## config.mk

```make
export PLATFORM = sky130hd
export DESIGN_NAME = uart_tx_fifo
export DESIGN_NICKNAME = d
export VERILOG_FILES = /design/src/rtl/uart_tx_fifo.sv
export SDC_FILE = /design/constraint.sdc
export NUM_CORES = 1
export LEC_CHECK = 0
export BUFFER_PORTS_ARGS = -buffer_cell sky130_fd_sc_hd__buf_2
export CORE_ASPECT_RATIO = 1.4
export CORE_MARGIN = 5
export CORE_UTILIZATION = 40
export DETAILED_ROUTE_END_ITERATION = 8
export SLEW_MARGIN = 15
export SYNTH_ARGS = -nofsm -noshare
export SYNTH_HDL_FRONTEND = slang
export SYNTH_SLANG_ARGS = --single-unit
```

## constraint.sdc

```tcl
create_clock -name clk -period 3.56 [get_ports clk]
set_input_delay 0.534 -clock clk [delete_from_list [all_inputs] [get_ports clk]]
set_output_delay 0.534 -clock clk [all_outputs]
set_load 0.005 [all_outputs]
```

## src/rtl/uart_tx_fifo.sv

```systemverilog
// uart_tx_fifo: buffered 8N1/8N2 UART transmitter with byte FIFO and cts_n flow control
module uart_tx_fifo #(
  parameter int DIVISOR   = 100,
  parameter int ADDR_W    = 4,
  parameter int STOP_BITS = 1
) (
  input  logic            clk,
  input  logic            reset,
  input  logic [7:0]      data,
  input  logic            data_valid,
  output logic            data_ready,
  input  logic            cts_n,
  output logic            serial,
  output logic            busy,
  output logic [ADDR_W:0] fifo_level,
  output logic            overflow
);
  localparam int BW = $clog2(DIVISOR);
  localparam logic [BW-1:0] BAUD_MAX = BW'(DIVISOR - 1);
  localparam logic [2:0] STOP_MAX = 3'(STOP_BITS - 1);
  localparam logic [ADDR_W:0] FULL = {1'b1, {ADDR_W{1'b0}}};
  typedef enum logic [1:0] {IDLE, START, DATA, STOP} state_t;
  state_t state, state_n;
  logic [7:0] mem [2**ADDR_W];
  logic [ADDR_W-1:0] wr_ptr, rd_ptr;
  logic [ADDR_W:0] level_n;
  logic [BW-1:0] baud_cnt, baud_n;
  logic [2:0] bit_idx, bit_n;
  logic [7:0] shifter, shift_n;
  logic serial_n, cts_meta, cts_sync, push, pop, baud_last, go;
  assign push = data_valid && data_ready;
  assign baud_last = baud_cnt == BAUD_MAX;
  assign go = fifo_level != '0 && !cts_sync;
  assign level_n = fifo_level + {{ADDR_W{1'b0}}, push} - {{ADDR_W{1'b0}}, pop};
  assign busy = state != IDLE || fifo_level != '0;
  always_comb begin
    state_n = state;
    baud_n = (state == IDLE || baud_last) ? '0 : baud_cnt + 1'b1;
    bit_n = bit_idx;
    shift_n = shifter;
    serial_n = serial;
    pop = 1'b0;
    case (state)
      IDLE: serial_n = 1'b1;
      START:
        if (baud_last) begin
          state_n = DATA;
          bit_n = '0;
          serial_n = shifter[0];
          shift_n = shifter >> 1;
        end
      DATA:
        if (baud_last) begin
          if (bit_idx == 3'd7) begin
            state_n = STOP;
            bit_n = '0;
            serial_n = 1'b1;
          end else begin
            bit_n = bit_idx + 1'b1;
            serial_n = shifter[0];
            shift_n = shifter >> 1;
          end
        end
      STOP:
        if (baud_last) begin
          if (bit_idx == STOP_MAX) begin
            state_n = IDLE;
            serial_n = 1'b1;
          end else begin
            bit_n = bit_idx + 1'b1;
          end
        end
      default: state_n = IDLE;
    endcase
    // The end of the last stop bit is evaluated as IDLE so back-to-back frames have no gap
    if (state_n == IDLE && go) begin
      pop = 1'b1;
      shift_n = mem[rd_ptr];
      state_n = START;
      serial_n = 1'b0;
    end
  end
  always_ff @(posedge clk) begin
    if (reset) begin
      state <= IDLE;
      baud_cnt <= '0;
      bit_idx <= '0;
      shifter <= '0;
      serial <= 1'b1;
      cts_meta <= 1'b1;
      cts_sync <= 1'b1;
      wr_ptr <= '0;
      rd_ptr <= '0;
      fifo_level <= '0;
      data_ready <= 1'b1;
      overflow <= 1'b0;
    end else begin
      state <= state_n;
      baud_cnt <= baud_n;
      bit_idx <= bit_n;
      shifter <= shift_n;
      serial <= serial_n;
      cts_meta <= cts_n;
      cts_sync <= cts_meta;
      if (push) wr_ptr <= wr_ptr + 1'b1;
      if (pop) rd_ptr <= rd_ptr + 1'b1;
      fifo_level <= level_n;
      data_ready <= level_n != FULL;
      overflow <= overflow | (data_valid & ~data_ready);
    end
  end
  always_ff @(posedge clk) if (push) mem[wr_ptr] <= data;
endmodule
```

Word-level counts from Yosys, hierarchy flattened
Memory sizes are Yosys's and may differ from the RTL's. A register that Yosys moved wholly into a read port is not among the register bits.
Index checks and enable logic that the tools add are counted.

word-level totals
  RAM bits = 128
  output and inout bits = 9
  register bits = 38
  memories = 1

memories
  name  depth  width  read ports  clocked after memory_dff  write ports  RTL line  RTL
  mem   16     8      1           1                         1            24        logic [7:0] mem [2**ADDR_W];

cells by class
  equal/unequal tests = 15
  multiplexer cells = 30
  bitwise logic cells = 3
  add/sub/neg operators = 6
  reductions and logical operators = 18

operator list
  operator               count
  $mux W8                4
  $pmux W8 S2            1
  $mux W3                5
  $ne A3 B3 Y1 const B   5
  $mux W1                10
  $mux W2                5
  $pmux W3 S3            1
  $add A4 B1 Y4 const B  2
  $mux W4                2
  $ne A2 B2 Y1 const B   4
  $reduce_and A4 Y1      2
  $add A7 B1 Y7 const B  1
  $eq A7 B7 Y1 const B   1
  $pmux W2 S3            1
  $reduce_bool A3 Y1     2
  $add A5 B1 Y5          1
  $ne A5 B5 Y1 const B   1
  $reduce_and A5 Y1      1
  $reduce_bool A5 Y1     1
  $sub A5 B1 Y5          1
  $eq A2 B2 Y1 const B   2
  $logic_not A2 Y1       2
  $pmux W1 S4            1
  $reduce_or A2 Y1       2
  11 further kinds       14

Logic depth before layout (Yosys ltp)
Gate-level depths: netlist (run 1).

  depth in word-level cells = 9
  depth in mapped cells = 17
  mapped depth without buffers = 15

Worst setup path after synthesis (run 1)
Ideal clock, no wire load.

  path kind = register to register
  from = register state[0]
  to = register data_ready
  data arrival time = 3,407 ps
  path buffers = 1
  library setup time = 132 ps
  cell stages (with the launch flop) = 17
  setup slack = 22 ps
  period minus slack after synthesis = 3,538 ps
  cell sequence = dfxtp_1 > inv_1 > ha_1 > clkbuf_1 > nand2_1 > o41a_1 > nor3_4 > nor2_4 > ha_1 > inv_1 > ha_1 > fa_1 > a21oi_1 > nor2_1 > or3_1 > a21oi_1 > nand4_1

between the ends
  word-level cells in the longest chain between the ends = 8
  elaborated cells on any way between the ends = 14

ends and longest elaborated chain
  item                        RTL line  RTL
  start: declaration          23        state_t state, state_n;
  start signal: assignment    98        state <= state_n;
  $mux W2 (on tied branches)  66, 54
  $mux W2 (on tied branches)  65, 53
  $pmux W2 S3 (*)             43        case (state)
  $logic_not A2 Y1 (*)        76        if (state_n == IDLE && go) begin
  $logic_and A1 B1 Y1 (*)     76
  $mux W1 (*)                 76
  $sub A5 B1 Y5 (*)           34        assign level_n = fifo_level + {{ADDR_W{1'b0}}, push} - {{ADDR_W{1'b0}}, pop};
  $ne A5 B5 Y1 (*)            108       data_ready <= level_n != FULL;
  end signal: assignment      95        data_ready <= 1'b1;
  end signal: assignment      108
  end: declaration            11        output logic data_ready,

Every way passes the cells marked *; elsewhere a longest branch is shown, timed or not.
A chain may end at the register's enable or synchronous reset.

Final worst setup path (run 1)
  from = register state[1]
  to = register data_ready

The elaborated chain is that of the path after synthesis.

==> qor.yml, run 1 <==
place_ws_ns: -0.0211
p_sw_uw: 1300
r2r-start: "state[1]"
dieHeight_um: 166
period_share: 0.970
clock_skew_ns: 0.0116
startpoint_type: "flip-flop"
ff2ff_setup_slack_ns: 0.11
tightest_slew_ns: 0.924
slew_viol_final: 0
cp_num_buf_inv: 2
report.final.setup_viol: 0
comb_power_share: 0.139
fill_cells: 1527
yosysTopAreaCell: "edfxtp_1"
ir_drop_v: 0.000283
synthFlopType: "edfxtp_1"
netlist.area_leader.share: 0.550
grt_usage: 0.144
hold_class: "in -> reg"
p_seq_frac: 0.471
cts_buffers: 17
cp_slowest_cell: "a311o_1"
hold_slack_ns: 0.294
area.sequential_mm2: 0.00469
reg2reg_depth: 15
swShare: 0.267
coreArea_mm2: 0.0173
cts_tree: "yes"
status: "finished clean"
crit_top_cell: "ha_4"
start_util: 0.405
required_ns: 3.84
power_frac_clock: 0.390
hold_viol_final: 0
leakagePower_uw: 0.00275
die_width_um: 122
die-area_mm2: 0.0203
crit_cells: 15
grt_max_degree: 39
nets: 523
critPathArrivalTime_ns: 3.74
max_freq_ghz: 0.290
worst_slack_ns: 0.108
avgSynthCellArea_um2: 15.5
ys_warn_count: 0
clk_latency_ns: 0.43
clkTransAtPathRegs_ns: 0.07
place_congestion: 0.787
relSlewSlack: 0.382
yosysSeqAreaShare: 0.670
syn2layout_area_growth_pct: 17.2
port_buffers: 20
final_antenna_net_count: 0
detail_route.wl_per_cell_um: 18.9
syn-cell-area_mm2: 0.00699
path_cells: "inv_1 -> ha_4 -> o31a_1 -> a211o_1 -> a311o_1 -> nor2_4 -> ha_4 -> inv_2 -> ha_4 -> fa_2 -> a21oi_2 -> nor2_2 -> or3_4 -> a21oi_4 -> nand4_1"
synth_cells: 450
synth_seq_cells: 170
cap_violations: 0
finalCriticalPeriod_ns: 3.45
power.density_mw_per_mm2: 593
cpPeakStageDelay_ns: 0.41
end_kind: "flip-flop"
r2r-end: "data_ready"
globalRouteOverflowTotal: 0
cp-startpoint: "state[1]"
path_class: "reg -> reg"
worstHoldStart: "cts_n"
synth_edf_count: 128
drt_first_iter_violations: 269
multi_input_area_mm2: 0.00223
antenna_cells: 0
hpwl_mm: 9.33
vias_per_cell: 5.24
async_flop_share: 0
netlist_top_cells_area: "edfxtp_1, dfxtp_1, mux4_2"
drive_gt1_frac: 0.270
grt_pass1_vias: 4036
worstSetupEndpoint: "data_ready"
worstPathMaxFanout: 5
wirelength_mm: 13.9
std_cell_rows: 57
syn-num-nets: 482
ys_types: 48
drc: 0
p_int_uw: 3570
antenna_found_initial: 0
grt_first_pass_wirelength_mm: 22.0
clock_sinks: 170
ios: 21
path_delay_family: "compound AO/OA/AOI/OAI gates"
via_count: 3875
dr.pass1.iters: 4
htreeDepth: 4
cts_buffer_depth: 2
cts_root_buffer: "clkbuf_16"
kinds of logic (layout without fill, tap and decap cells):
kind of cell | after synthesis | after routing | synth area share
AO/OA/AOI/OAI | 71 | 71 | 0.0682
XOR/XNOR | 11 | 11 | 0.0138
multiplexers | 41 | 41 | 0.117
AND/OR/NAND/NOR | 97 | 97 | 0.0721
buffers and inverters | 40 | 94 | 0.0225
adder cells (fa/ha/maj) | 20 | 20 | 0.0369
flip-flops | 170 | 170 | 0.670
power by group through the flow:
stage               Combinational [µW]  Sequential, µW  Clock (µW)
finish                             674            2290        1900
global route                       739            2300        2020
CTS                                607            2290        1940
detailed placement                 603            2330           0
global placement                   591            2330           0
floorplan                          400            2310           0
layer usage:
| metal | routed length, µm | up-vias | global-route usage |
|---|---|---|---|
| met5 | 0 | - | 0 |
| met4 | 208 | 0 | 0.0444 |
| met3 | 517 | 11 | 0.0370 |
| met2 | 7580 | 71 | 0.253 |
| met1 | 5640 | 1975 | 0.172 |
| li1 | - | 1818 | - |
timing repair:
| item | 4_1_cts | 5_1_grt |
|---|---|---|
| gates cloned | 0 | 0 |
| gates resized for setup | 1 | 21 |
| hold buffers | 0 | 0 |
| pin swaps | 0 | 10 |
| endpoints found under the setup margin | 1 | 2 |
| setup buffers | 0 | 4 |
stage by stage:
step / power (µW) / cells / cell area, µm² / utilization / setup TNS, ns
final: 4860 / 740 / 8190 / 0.475 / 0
after global routing: 5060 / 740 / 8190 / 0.475 / -0.0304
after CTS: 4830 / 736 / 8080 / 0.468 / 0
after detailed placement: 2940 / 704 / 7450 / 0.432 / -0.0211
after global placement: 2920 / 704 / 7450 / 0.432 / 0
after floorplan: 2710 / 450 / 6990 / - / 0
registers in the layout, summed over array words and instances, names as in the netlist, named ones only:
name	cells
wr_ptr	4
shifter	8
cts_sync	1
bit_idx	3
rd_ptr	4
serial	1
cts_meta	1
baud_cnt	7
state	2
overflow	1
data_ready	1
mem	128
fifo_level	5
cells in the mapped netlist, types with 5 or more instances:
cell / count
edfxtp_1: 128
or3_1: 5
buf_2: 6
o21ai_0: 11
nor2b_1: 5
xnor2_1: 6
o31ai_1: 6
dfxtp_1: 42
clkbuf_1: 15
a21oi_1: 23
nand2_1: 12
nand3_1: 14
xor2_1: 5
mux2i_1: 8
mux4_2: 32
a22oi_1: 16
inv_1: 17
ha_1: 19
nor3_1: 5
nor2_1: 36
how the worst min path moves through the flow:
stage                     cells past startpoint  endpoint  slack [ns]
final                                         2  cts_meta        0.29
after global placement                        1  cts_sync        0.40
after global routing                          2  cts_meta        0.29
after detailed placement                      1  cts_sync        0.41
after floorplan                               1  cts_sync        0.39
after CTS                                     2  cts_meta        0.27
layout by cell type (no fill, tap or decap), drive strengths merged, types with 2 or more instances in the layout:
master  synthesis  layout
or3             5       5
mux4           32      32
a21oi          23      23
nor4            2       2
or2             2       2
ha             19      19
dfxtp          42      42
nand3          14      14
clkinv          0       4
clkbuf         15      17
nand2b          2       2
xor2            5       5
o211ai          2       2
o21ai          11      11
edfxtp        128     128
nand2          12      12
mux2i           8       8
nor3            6       6
o31ai           8       8
xnor2           6       6
buf             8      45
o31a            2       2
nor4b           2       2
inv            17      26
nand4           3       3
and2            3       3
nor2           37      37
nand3b          2       2
a22oi          16      16
nor2b           5       5
final cells by class:
class	count	share of cell area
flip-flops and latches	170	0.573
inverters	17	0.00779
repair buffers	45	0.0351
well taps	236	0.0360
clock inverters	15	0.0240
clock buffers	17	0.0519
multi-input cells	240	0.272
No activity file was read; power rests on OpenSTA's default activity.
==> run 2, diff against run 1 <==
--- a/config.mk
+++ b/config.mk
@@ -7,7 +7,7 @@
 export LEC_CHECK = 0
 export BUFFER_PORTS_ARGS = -buffer_cell sky130_fd_sc_hd__buf_2
 export CORE_ASPECT_RATIO = 1.4
-export CORE_MARGIN = 5
+export CORE_MARGIN = 2
 export CORE_UTILIZATION = 40
 export DETAILED_ROUTE_END_ITERATION = 8
 export SLEW_MARGIN = 15
==> run 2 against run 1 <==
Net effect:
- setup slack better by 0.023 ns
- die area down 8.4%
- clock skew down 0.0030 ns
- sequential cell count is the same
- fmax rose by 0.68%
- first-iteration DRC count grew 8.2%
- cell count grew 0.27%
- combinational power decreased by 2%
- wire length increased by 0.19%
- register-to-register slack better by 0.02 ns
==> qor.yml, run 2 (synthesized netlist as in run 1, its figures left out) <==
p_total_uw: 4880
r2r-start: "state[1]"
cts_buffers: 17
via_count: 3866
report.final.setup_viol: 0
cap_violations: 0
worstPathMaxFanout: 5
tightest_slew_ns: 0.959
die-area_mm2: 0.0186
period_share: 0.963
postPlaceCellArea_mm2: 0.00747
finalInstanceArea_mm2: 0.00819
port_buffers: 20
place_congestion: 0.799
ff2ff_setup_slack_ns: 0.13
critPathArrivalTime_ns: 3.72
max_freq_ghz: 0.292
clkTransAtPathRegs_ns: 0.07
finalCriticalPeriod_ns: 3.43
top_regs: "mem x128, shifter x8, baud_cnt x7"
ios: 21
drc: 0
die_width_um: 116
globalRouteOverflowTotal: 0
cp_slowest_cell: "a311o_1"
htreeDepth: 4
drt_first_iter_violations: 291
start_util: 0.405
cts_hold_buf: 0
ir_drop_v: 0.000281
worst_slack_ns: 0.131
grt_pass1_vias: 3957
required_ns: 3.86
path_class: "reg -> reg"
cts_tree: "yes"
grt_usage: 0.159
drive_gt1_frac: 0.265
path_cells: "inv_1 -> ha_2 -> o31a_1 -> a211o_1 -> a311o_1 -> nor2_4 -> ha_4 -> inv_2 -> ha_4 -> fa_2 -> a21oi_2 -> nor2_1 -> or3_1 -> a21oi_2 -> nand4_1"
worstHoldStart: "cts_n"
detail_route.wl_per_cell_um: 18.8
largest-register: "mem"
relSlewSlack: 0.360
fill_cells: 1562
tns_ns: 0
wirelength_mm: 14.0
grt_max_degree: 39
final_antenna_net_count: 0
place_ws_ns: 0.0327
final_cell_mix: "edfxtp_1, dfxtp_1, nor2_1"
clock_sinks: 170
dr.pass1.iters: 4
nets: 525
startpoint_type: "flip-flop"
antenna_found_initial: 0
power.density_mw_per_mm2: 596
vias_per_cell: 5.21
end_kind: "flip-flop"
coreArea_mm2: 0.0173
clock_skew_ns: 0.00864
cts_root_buffer: "clkbuf_16"
antenna_cells: 0
cp-startpoint: "state[1]"
dieHeight_um: 160
status: "finished clean"
slew_viol_final: 0
hold_viol_final: 0
clk_latency_ns: 0.42
cts_buffer_depth: 2
largest_register_ffs: 128
hold_class: "in -> reg"
leakagePower_uw: 0.00276
cpPeakStageDelay_ns: 0.41
std_cell_rows: 57
grt_first_pass_wirelength_mm: 21.6
hpwl_mm: 9.30
syn2layout_area_growth_pct: 17.1
mostFrequentLayoutCell: "edfxtp_1"
[run 2: worst paths after layout]
path,endpoint,cells after the start
worst min-delay path,cts_meta,2
worst max register to register,data_ready,15
worst max-delay path,data_ready,15
worst min register to register,cts_sync,1
[run 2: power by group]
group	switching, µW	internal, µW	total (µW)
Combinational	349	312	661
Clock	847	1080	1930
Sequential	65.2	2230	2290
[run 2: metrics by stage]
step	hold WS, ns	utilization	cells
after floorplan	0.389	-	450
after CTS	0.279	0.469	736
final	0.300	0.474	742
after global placement	0.405	0.433	704
after global routing	0.288	0.474	742
after detailed placement	0.398	0.433	704
[run 2: timing repair]
item | CTS | global route
buffers inserted | 0 | 6
endpoints found under the setup margin | 0 | 2
resized for setup | 0 | 15
[run 2: critical path, delay by kind of cell (launching register included)]
family / cells / cell delay [ns]
AO/OA/AOI/OAI: 5 / 1.31
adder cells (fa/ha/maj): 4 / 0.84
AND/OR/NAND/NOR: 4 / 0.70
flip-flops: 1 / 0.37
buffers and inverters: 2 / 0.10
[run 2: cell type report]
type	instances	area, µm²	share of cell area
clock buffer	17	425	0.0520
clock inverter	15	199	0.0243
inverter	17	63.8	0.00779
multi-input combinational	240	2200	0.268
sequential	170	4690	0.573
tap	236	295	0.0361
timing repair buffer	47	315	0.0385
[run 2: routing by layer]
layer / vias to the layer above / wire (µm) / GRT usage / part of all wire
met5: - / 0 / 0 / 0
met4: 0 / 276 / 0.0639 / 0.020
met3: 13 / 375 / 0.0377 / 0.027
met2: 52 / 7540 / 0.270 / 0.54
met1: 1982 / 5780 / 0.192 / 0.41
li1: 1819 / - / - / -
==> run 3, diff against run 2 <==
--- a/config.mk
+++ b/config.mk
@@ -9,6 +9,7 @@
 export CORE_ASPECT_RATIO = 1.4
 export CORE_MARGIN = 2
 export CORE_UTILIZATION = 40
+export CTS_BUF_LIST = sky130_fd_sc_hd__clkbuf_8 sky130_fd_sc_hd__clkbuf_16
 export DETAILED_ROUTE_END_ITERATION = 8
 export SLEW_MARGIN = 15
 export SYNTH_ARGS = -nofsm -noshare
==> constraint.sdc (replaced) <==
create_clock -name clk -period 3.56 [get_ports clk]
set_input_delay 0.534 -clock clk [delete_from_list [all_inputs] [get_ports clk]]
set_output_delay 0.534 -clock clk [all_outputs]
set_load 0.1 [all_outputs]
==> run 3 against run 2 <==
Net effect:
- clock-buffer cell count is the same
- clock power shrank 6%
- global-route usage fell by 1.3 points
- critical path depth fell by 2
==> qor.yml, run 3 (synthesized netlist as in run 1, its figures left out) <==
status: "finished clean"
globalRouteOverflowTotal: 0
coreArea_mm2: 0.0173
hold_depth: 2
die-area_mm2: 0.0186
final_cell_mix: "edfxtp_1, dfxtp_1, nor2_1"
slew_viol_final: 0
worst_slack_ns: 0.0781
grt_max_degree: 33
ff2ff_setup_slack_ns: 0.08
cap_violations: 0
hpwl_mm: 9.13
relSlewSlack: 0.386
end_kind: "flip-flop"
mostFrequentLayoutCell: "edfxtp_1"
final_antenna_net_count: 0
detail_route.wl_per_cell_um: 17.8
dp.cells: 701
vias_per_cell: 5.12
postPlaceCellArea_mm2: 0.00743
largest_register_ffs: 128
hold_class: "in -> reg"
cts_buffer_depth: 2
clock_skew_ns: 0.0103
antenna_found_initial: 0
finalNonFillerCells: 735
ios: 21
hold_viol_final: 0
port_buffers: 20
htreeDepth: 4
cts_root_buffer: "clkbuf_16"
grt_first_pass_wirelength_mm: 20.1
power.density_mw_per_mm2: 621
cts_buffers: 17
finalCriticalPeriod_ns: 3.48
ir_drop_v: 0.000330
worstPathMaxFanout: 3
reg2reg_depth: 13
drive_gt1_frac: 0.248
r2r-end: "data_ready"
antenna_cells: 0
top_regs: "mem x128, shifter x8, baud_cnt x7"
worstHoldStart: "cts_n"
nets: 519
r2r-start: "baud_cnt[3]"
syn2layout_area_growth_pct: 15.4
cts_hold_buf: 0
max_freq_ghz: 0.287
place_congestion: 0.821
start_util: 0.405
fill_cells: 1542
clk_latency_ns: 0.42
tightest_slew_ns: 0.916
dieHeight_um: 160
drc: 0
period_share: 0.978
wirelength_mm: 13.1
via_count: 3760
std_cell_rows: 57
largest-register: "mem"
finalInstanceArea_mm2: 0.00807
clock_sinks: 170
required_ns: 3.85
dr.pass1.iters: 4
final_util: 0.468
place_ws_ns: -0.0511
path_class: "reg -> reg"
startpoint_type: "flip-flop"
hold-path-endpoint: "cts_meta"
die_width_um: 116
report.final.setup_viol: 0
clkTransAtPathRegs_ns: 0.06
grt_pass1_vias: 3828
critPathArrivalTime_ns: 3.77
leakagePower_uw: 0.00272
drt_first_iter_violations: 196
cts_tree: "yes"
grt_usage: 0.145
run 3: cell types whose count changed in the layout (fill, tap and decap cells not counted), sizes merged:
| cell | delta |
|---|---|
| buf | -6 |
| clkinv | +1 |
| clkinvlp | -1 |
| inv | -1 |
run 3: per-layer routing:
layer / global-route usage / share of wire
met5: 0 / 0
met2: 0.270 / 0.56
met3: 0.0392 / 0.026
met1: 0.160 / 0.40
met4: 0.0422 / 0.0097
run 3: final cells by class:
cell class	instances	area (µm²)	share of cell area
flip-flops and latches	170	4690	0.581
multi-input cells	240	2180	0.270
clock buffers	17	425	0.0527
well taps	236	295	0.0366
repair buffers	41	258	0.0319
clock inverters	14	158	0.0195
inverters	17	63.8	0.00790
run 3: repair_timing:
| action | in CTS | in global routing |
|---|---|---|
| setup endpoints to repair | 1 | 1 |
| gates resized for setup | 0 | 10 |
| cloned | 0 | 0 |
| pin swaps | 1 | 4 |
| buffers inserted | 1 | 2 |
run 3: worst max-delay path: stages, from the launching register on:
cell and delay [ns]:
dfxtp_1 0.31, or4b_4 0.53, o41a_1 0.50, nor3_4 0.27, nor2_4 0.06, ha_1 0.27, inv_1 0.04, ha_2 0.18
fa_2 0.38, a21oi_2 0.12, nor2_1 0.06, or3_4 0.39, a21oi_4 0.15, nand4_1 0.10
run 3: how the worst max path moves through the flow:
| stage | start | endpoint | cells after the start |
|---|---|---|---|
| global route | baud_cnt[3] | data_ready | 13 |
| finish | baud_cnt[3] | data_ready | 13 |
| floorplan | state[0] | data_ready | 16 |
| global placement | baud_cnt[3] | data_ready | 13 |
| CTS | bit_idx[0] | data_ready | 15 |
| detailed placement | bit_idx[0] | data_ready | 15 |
run 3: through the flow:
| stage | power (µW) | hold slack (ns) | setup TNS [ns] |
|---|---|---|---|
| finish | 5010 | 0.308 | 0 |
| global route | 5220 | 0.300 | -0.0266 |
| CTS | 5010 | 0.287 | 0 |
| detailed placement | 3180 | 0.399 | -0.0511 |
| global placement | 3160 | 0.402 | 0 |
| floorplan | 2970 | 0.389 | 0 |
run 3: report_power, final:
part	switching (µW)	total, µW	internal, µW	leakage (µW)
sequential	56.2	2280	2230	0.00150
combinational	599	906	307	0.000932
clock	774	1820	1050	0.000285
